File: src/rtl/rs_station.sv
// Reservation station for one execution unit: holds dispatched ops until both operands are valid and issues the oldest ready one.
// Optional macro RS_BYPASS_EN lets a ready dispatch go straight to the issue register when no stored entry is ready.
module rs_station #(
    parameter int ENTRIES   = 4,
    parameter int UNIT_ID   = 0,
    parameter int EX_UNIT_W = 3,
    parameter int OP_W      = 6,
    parameter int TAG_W     = 4,
    parameter int DATA_W    = 32
) (
    input  logic                 clk,
    input  logic                 rst,
    input  logic                 flush,
    input  logic [EX_UNIT_W-1:0] in_ex_unit,
    input  logic [OP_W-1:0]      in_op,
    input  logic [TAG_W-1:0]     in_tag1,
    input  logic [TAG_W-1:0]     in_tag2,
    input  logic [DATA_W-1:0]    in_val1,
    input  logic [DATA_W-1:0]    in_val2,
    input  logic [TAG_W-1:0]     in_target,
    input  logic [TAG_W-1:0]     cdb_tag,
    input  logic [DATA_W-1:0]    cdb_data,
    output logic                 full,
    output logic                 out_valid,
    input  logic                 out_ready,
    output logic [OP_W-1:0]      out_op,
    output logic [DATA_W-1:0]    out_val1,
    output logic [DATA_W-1:0]    out_val2,
    output logic [TAG_W-1:0]     out_target
);

    localparam int AW = $clog2(ENTRIES);
    localparam int CW = AW + 1;
    localparam logic [TAG_W-1:0]  NO_TAG    = {TAG_W{1'b0}};
    localparam logic [DATA_W-1:0] ZERO_DATA = {DATA_W{1'b0}};
    localparam logic [OP_W-1:0]   ZERO_OP   = {OP_W{1'b0}};

    // Age is the number of older valid entries: 0 is the oldest, ages stay unique and dense.
    logic              valid_r  [ENTRIES];
    logic [OP_W-1:0]   op_r     [ENTRIES];
    logic [TAG_W-1:0]  tag1_r   [ENTRIES];
    logic [TAG_W-1:0]  tag2_r   [ENTRIES];
    logic [DATA_W-1:0] val1_r   [ENTRIES];
    logic [DATA_W-1:0] val2_r   [ENTRIES];
    logic [TAG_W-1:0]  target_r [ENTRIES];
    logic [AW-1:0]     age_r    [ENTRIES];
    logic [CW-1:0]     count_r;

    logic [TAG_W-1:0]  d_tag1_s;
    logic [TAG_W-1:0]  d_tag2_s;
    logic [DATA_W-1:0] d_val1_s;
    logic [DATA_W-1:0] d_val2_s;
    logic              sel_found_s;
    logic [AW-1:0]     sel_idx_s;
    logic [AW-1:0]     sel_age_s;
    logic [AW-1:0]     free_idx_s;
    logic [AW-1:0]     new_age_s;
    logic              load_s;
    logic              acc_s;
    logic              issue_s;
    logic              byp_s;
    logic              write_s;

    assign full      = (count_r == CW'(ENTRIES));
    assign load_s    = !out_valid || out_ready;
    assign acc_s     = (in_target != NO_TAG) && (in_ex_unit == EX_UNIT_W'(UNIT_ID)) && !full;
    assign issue_s   = load_s && sel_found_s;
    assign write_s   = acc_s && !byp_s;
    assign new_age_s = AW'(count_r - {{(CW-1){1'b0}}, issue_s});

`ifdef RS_BYPASS_EN
    assign byp_s = acc_s && load_s && !sel_found_s && (d_tag1_s == NO_TAG) && (d_tag2_s == NO_TAG);
`else
    assign byp_s = 1'b0;
`endif

    // Capture a result broadcast in the same cycle as the dispatch of its consumer.
    always_comb begin
        d_tag1_s = in_tag1;
        d_val1_s = in_val1;
        d_tag2_s = in_tag2;
        d_val2_s = in_val2;
        if ((in_tag1 != NO_TAG) && (in_tag1 == cdb_tag)) begin
            d_tag1_s = NO_TAG;
            d_val1_s = cdb_data;
        end else begin
            d_tag1_s = in_tag1;
            d_val1_s = in_val1;
        end
        if ((in_tag2 != NO_TAG) && (in_tag2 == cdb_tag)) begin
            d_tag2_s = NO_TAG;
            d_val2_s = cdb_data;
        end else begin
            d_tag2_s = in_tag2;
            d_val2_s = in_val2;
        end
    end

    // Pick the oldest ready entry and the lowest-indexed free slot.
    always_comb begin
        sel_found_s = 1'b0;
        sel_idx_s   = {AW{1'b0}};
        sel_age_s   = {AW{1'b0}};
        free_idx_s  = {AW{1'b0}};
        for (int i = 0; i < ENTRIES; i++) begin
            if (valid_r[i] && (tag1_r[i] == NO_TAG) && (tag2_r[i] == NO_TAG) &&
                (!sel_found_s || (age_r[i] < sel_age_s))) begin
                sel_found_s = 1'b1;
                sel_idx_s   = AW'(i);
                sel_age_s   = age_r[i];
            end else begin
                sel_found_s = sel_found_s;
            end
        end
        for (int i = ENTRIES - 1; i >= 0; i--) begin
            if (!valid_r[i]) begin
                free_idx_s = AW'(i);
            end else begin
                free_idx_s = free_idx_s;
            end
        end
    end

    // Slot storage: free on issue, fill on dispatch, wake up on result broadcast, compact ages.
    always_ff @(posedge clk) begin
        if (rst || flush) begin
            for (int i = 0; i < ENTRIES; i++) begin
                valid_r[i]  <= 1'b0;
                op_r[i]     <= ZERO_OP;
                tag1_r[i]   <= NO_TAG;
                tag2_r[i]   <= NO_TAG;
                val1_r[i]   <= ZERO_DATA;
                val2_r[i]   <= ZERO_DATA;
                target_r[i] <= NO_TAG;
                age_r[i]    <= {AW{1'b0}};
            end
        end else begin
            for (int i = 0; i < ENTRIES; i++) begin
                if (issue_s && (sel_idx_s == AW'(i))) begin
                    valid_r[i] <= 1'b0;
                end else if (write_s && (free_idx_s == AW'(i))) begin
                    valid_r[i]  <= 1'b1;
                    op_r[i]     <= in_op;
                    tag1_r[i]   <= d_tag1_s;
                    tag2_r[i]   <= d_tag2_s;
                    val1_r[i]   <= d_val1_s;
                    val2_r[i]   <= d_val2_s;
                    target_r[i] <= in_target;
                    age_r[i]    <= new_age_s;
                end else if (valid_r[i]) begin
                    if ((cdb_tag != NO_TAG) && (tag1_r[i] == cdb_tag)) begin
                        tag1_r[i] <= NO_TAG;
                        val1_r[i] <= cdb_data;
                    end
                    if ((cdb_tag != NO_TAG) && (tag2_r[i] == cdb_tag)) begin
                        tag2_r[i] <= NO_TAG;
                        val2_r[i] <= cdb_data;
                    end
                    if (issue_s && (age_r[i] > sel_age_s)) begin
                        age_r[i] <= age_r[i] - AW'(1);
                    end
                end
            end
        end
    end

    // Occupancy counter driving full.
    always_ff @(posedge clk) begin
        if (rst || flush) begin
            count_r <= {CW{1'b0}};
        end else if (write_s && !issue_s) begin
            count_r <= count_r + CW'(1);
        end else if (!write_s && issue_s) begin
            count_r <= count_r - CW'(1);
        end else begin
            count_r <= count_r;
        end
    end

    // Issue register; fields hold while stalled by out_ready.
    always_ff @(posedge clk) begin
        if (rst || flush) begin
            out_valid  <= 1'b0;
            out_op     <= ZERO_OP;
            out_val1   <= ZERO_DATA;
            out_val2   <= ZERO_DATA;
            out_target <= NO_TAG;
        end else if (issue_s) begin
            out_valid  <= 1'b1;
            out_op     <= op_r[sel_idx_s];
            out_val1   <= val1_r[sel_idx_s];
            out_val2   <= val2_r[sel_idx_s];
            out_target <= target_r[sel_idx_s];
        end else if (byp_s) begin
            out_valid  <= 1'b1;
            out_op     <= in_op;
            out_val1   <= d_val1_s;
            out_val2   <= d_val2_s;
            out_target <= in_target;
        end else if (load_s) begin
            out_valid  <= 1'b0;
        end
    end

endmodule

File: config.mk
export PLATFORM = sky130hd
export DESIGN_NAME = rs_station
export DESIGN_NICKNAME = d
export VERILOG_FILES = /design/src/rtl/rs_station.sv
export SDC_FILE = /design/constraint.sdc
export NUM_CORES = 1
export LEC_CHECK = 0
export ABC_AREA = 1
export BUFFER_PORTS_ARGS = -buffer_cell sky130_fd_sc_hd__buf_2
export CORE_ASPECT_RATIO = 1.75
export CORE_MARGIN = 2
export CORE_UTILIZATION = 65
export DETAILED_ROUTE_END_ITERATION = 6
export PLACE_DENSITY = 0.86
export SLEW_MARGIN = 20
export SYNTH_ARGS = -nofsm -noshare
export SYNTH_HDL_FRONTEND = slang
export SYNTH_SLANG_ARGS = --single-unit
File: constraint.sdc
create_clock -name clk -period 14.17 [get_ports clk]
set_input_delay 0.7085 -clock clk [delete_from_list [all_inputs] [get_ports clk]]
set_output_delay 0.7085 -clock clk [all_outputs]
set_load 0.05 [all_outputs]
==> results_dict.tcl <==
set metrics [dict create \
    ir_drop_v 0.000121 \
    routedWlPerCell_um 23.5 \
    finish.net_count 2603 \
    worstPathArrival_ns 6.93 \
    cts_made_buffers 37 \
    place_congestion 0.933 \
    path_class "reg2reg" \
    die_w_um 141 \
    clock_path_buffers 3 \
    worst_setup_path_end_kind "flip-flop" \
    grt-ovfl-total 0 \
    worst_pin_slew_ns 1.20 \
    wirelength_mm 68.0 \
    synth-edff-count 340 \
    layout_common_cells "edfxtp_1, nand2_1, nor2_1" \
    tns_ns 0 \
    hold_buffers 0 \
    io_buffers 200 \
    fin_crit_ns 6.76 \
    start_util_pct 65.9 \
    synth-seq-cells 418 \
    ys_types 37 \
    cts-root-buf "clkbuf_16" \
    postSynthAreaPerCell_um2 8.97 \
    hold_viol 0 \
    rsz0062_at_grt "false" \
    via_count 19000 \
    antenna_left 0 \
    crit_fanout 127 \
    placed_area_um2 22300 \
    synthesis.nets 2504 \
    cts_setup_buffers 0 \
    p_leak_uw 0.00971 \
    power_density_nw_per_um2 117 \
    crit_path_max_incr_delay_ns 0.99 \
    drive_above_1_share_pct 15.4 \
    final_util_pct 72.8 \
    antenna_found_initial 1 \
    synthToLayoutAreaGrowth_pct 10.6 \
    cts_tree "yes" \
    design.portCount 201 \
    synth_cells 2365 \
    r2r_setup_slack_ns 7.41 \
    hp-class "reg2reg" \
    track_usage_pct 38.9 \
    status "completed" \
    yosys_warnings 0 \
    max-cap-violations 0 \
    h-tree-depth 2 \
    die_area_um2 34200 \
    maxSlewHeadroom_pct 19.7 \
    power_uw 2750 \
    drcViolationCount 0 \
    worstSkewPairLatency_ns 0.56 \
    ys_async_sr_fraction_pct 0 \
    first_global_vias 18800 \
    cts_resized 0 \
    vias_per_cell 6.56 \
    grt_max_degree 128 \
    final_common_cell "edfxtp_1" \
    grt_pass1_wl_mm 101 \
    critical_path.most_common_cell "nand2_1" \
    finalCritPeriodShare_pct 47.7 \
    critPathSlowestCell "nand2_2" \
    cts_sinks 418 \
    fin_area_um2 23500 \
    netlist_area_um2 21200 \
    die_y_um 243 \
    firstDrtPassIters 7 \
    fmax_mhz 148 \
    core-area_um2 32200 \
    skew_ns 0.0228 \
    setup_viol 0 \
    whs_ns 0.488 \
    drt_iter0_markers 2745 \
    startpoint_type "flip-flop" \
    slew_viol_final 0 \
    required_ns 14.34 \
    ys_seq_area_share_pct 55.5 \
    synthFlopType "edfxtp_1" \
    clk_pin_slew_worst_paths_ns 0.06 \
    rows 87 \
    dp_hpwl_mm 40.3 \
]
## path summary, 6_finish.rpt
path	from	end	cells past startpoint
max reg2reg	tag2_r[0][3]	val2_r[3][22]	30
min reg2reg	count_r[2]	count_r[2]	2
max	tag2_r[0][3]	val2_r[3][22]	30
min	count_r[2]	count_r[2]	2
## metrics by stage
stage / setup slack, ns / std cells
finish: 7.41 / 2892
global route: 7.05 / 2891
CTS: 7.47 / 2891
detailed placement: 7.50 / 2825
global placement: 7.64 / 2825
floorplan: 9.47 / 2365
## routing by layer
layer  GRT usage, %  up-vias  routed length [µm]
li1               -     8320                   -
met1           42.2     8727               20900
met2           64.7     1531               32900
met3           6.61      389                7480
met4           34.9        0                6660
met5              0        -                   0
## cells by family (layout without fill, tap and decap cells)
| kind of cell | after synthesis | in the layout | synth area share [%] |
|---|---|---|---|
| other | 0 | 1 | 0 |
| xor gates and xnor gates | 33 | 33 | 1.36 |
| DFF | 418 | 418 | 55.5 |
| adders and majority gates | 14 | 14 | 0.861 |
| buffers and inverters | 395 | 521 | 7.79 |
| and+or+nand+nor | 992 | 992 | 21.6 |
| AOI/OAI and AO/OA | 513 | 513 | 12.9 |
## critical path: cells and delay by family (launching register included)
family / cells / cell delay (ns)
buffers and inverters: 5 / 0.96
AND/OR/NAND/NOR: 20 / 3.87
AO/OA/AOI/OAI: 2 / 0.38
adder cells (fa/ha/maj): 3 / 0.73
flip-flops: 1 / 0.42
## sequential cells by signal (all words and copies together), names as in the netlist
register	count
val2_r	128
op_r	24
valid_r	4
out_target	4
out_val1	32
age_r	8
out_valid	1
val1_r	128
tag1_r	16
target_r	16
out_val2	32
out_op	6
count_r	3
tag2_r	16
## power by group
part / switching [µW] / leakage (µW) / internal, µW
registers: 22.8 / 0.00443 / 1380
logic: 224 / 0.00469 / 78.5
clock network: 464 / 0.000586 / 579
## Yosys cell counts, types with 2 or more instances
cell	instances	area share (%)
a2111oi_0	3	0.12
a211oi_1	2	0.071
a21oi_1	118	2.8
a221oi_1	3	0.12
buf_1	19	0.34
buf_2	34	0.80
buf_6	17	0.90
clkbuf_1	98	1.7
dfxtp_1	78	7.4
edfxtp_1	340	48
ha_1	13	0.77
inv_1	223	3.9
inv_2	4	0.071
nand2_1	308	5.4
nand2_2	6	0.18
nand3_1	225	5.3
nand3b_1	74	2.6
nand4_1	7	0.21
nor2_1	273	4.8
nor3_1	7	0.17
nor4_1	11	0.32
o2111ai_1	2	0.083
o21ai_0	230	5.4
o21ai_1	43	1.0
o22ai_1	110	3.2
or2_1	5	0.15
or2_2	71	2.1
xnor2_1	8	0.33
xor2_1	25	1.0
## final cells by class
type                            instances  area, µm²
Clock inverter                         17        195
Tap cell                              400        500
Multi-Input combinational cell       1552       7920
Timing Repair Buffer                  228       1210
Fill cell                            2288       8750
Antenna cell                            1       2.50
Clock buffer                           49       1010
Inverter                              227        856
Sequential cell                       418      11800
Note: power is estimated with default switching activity, not from simulation.
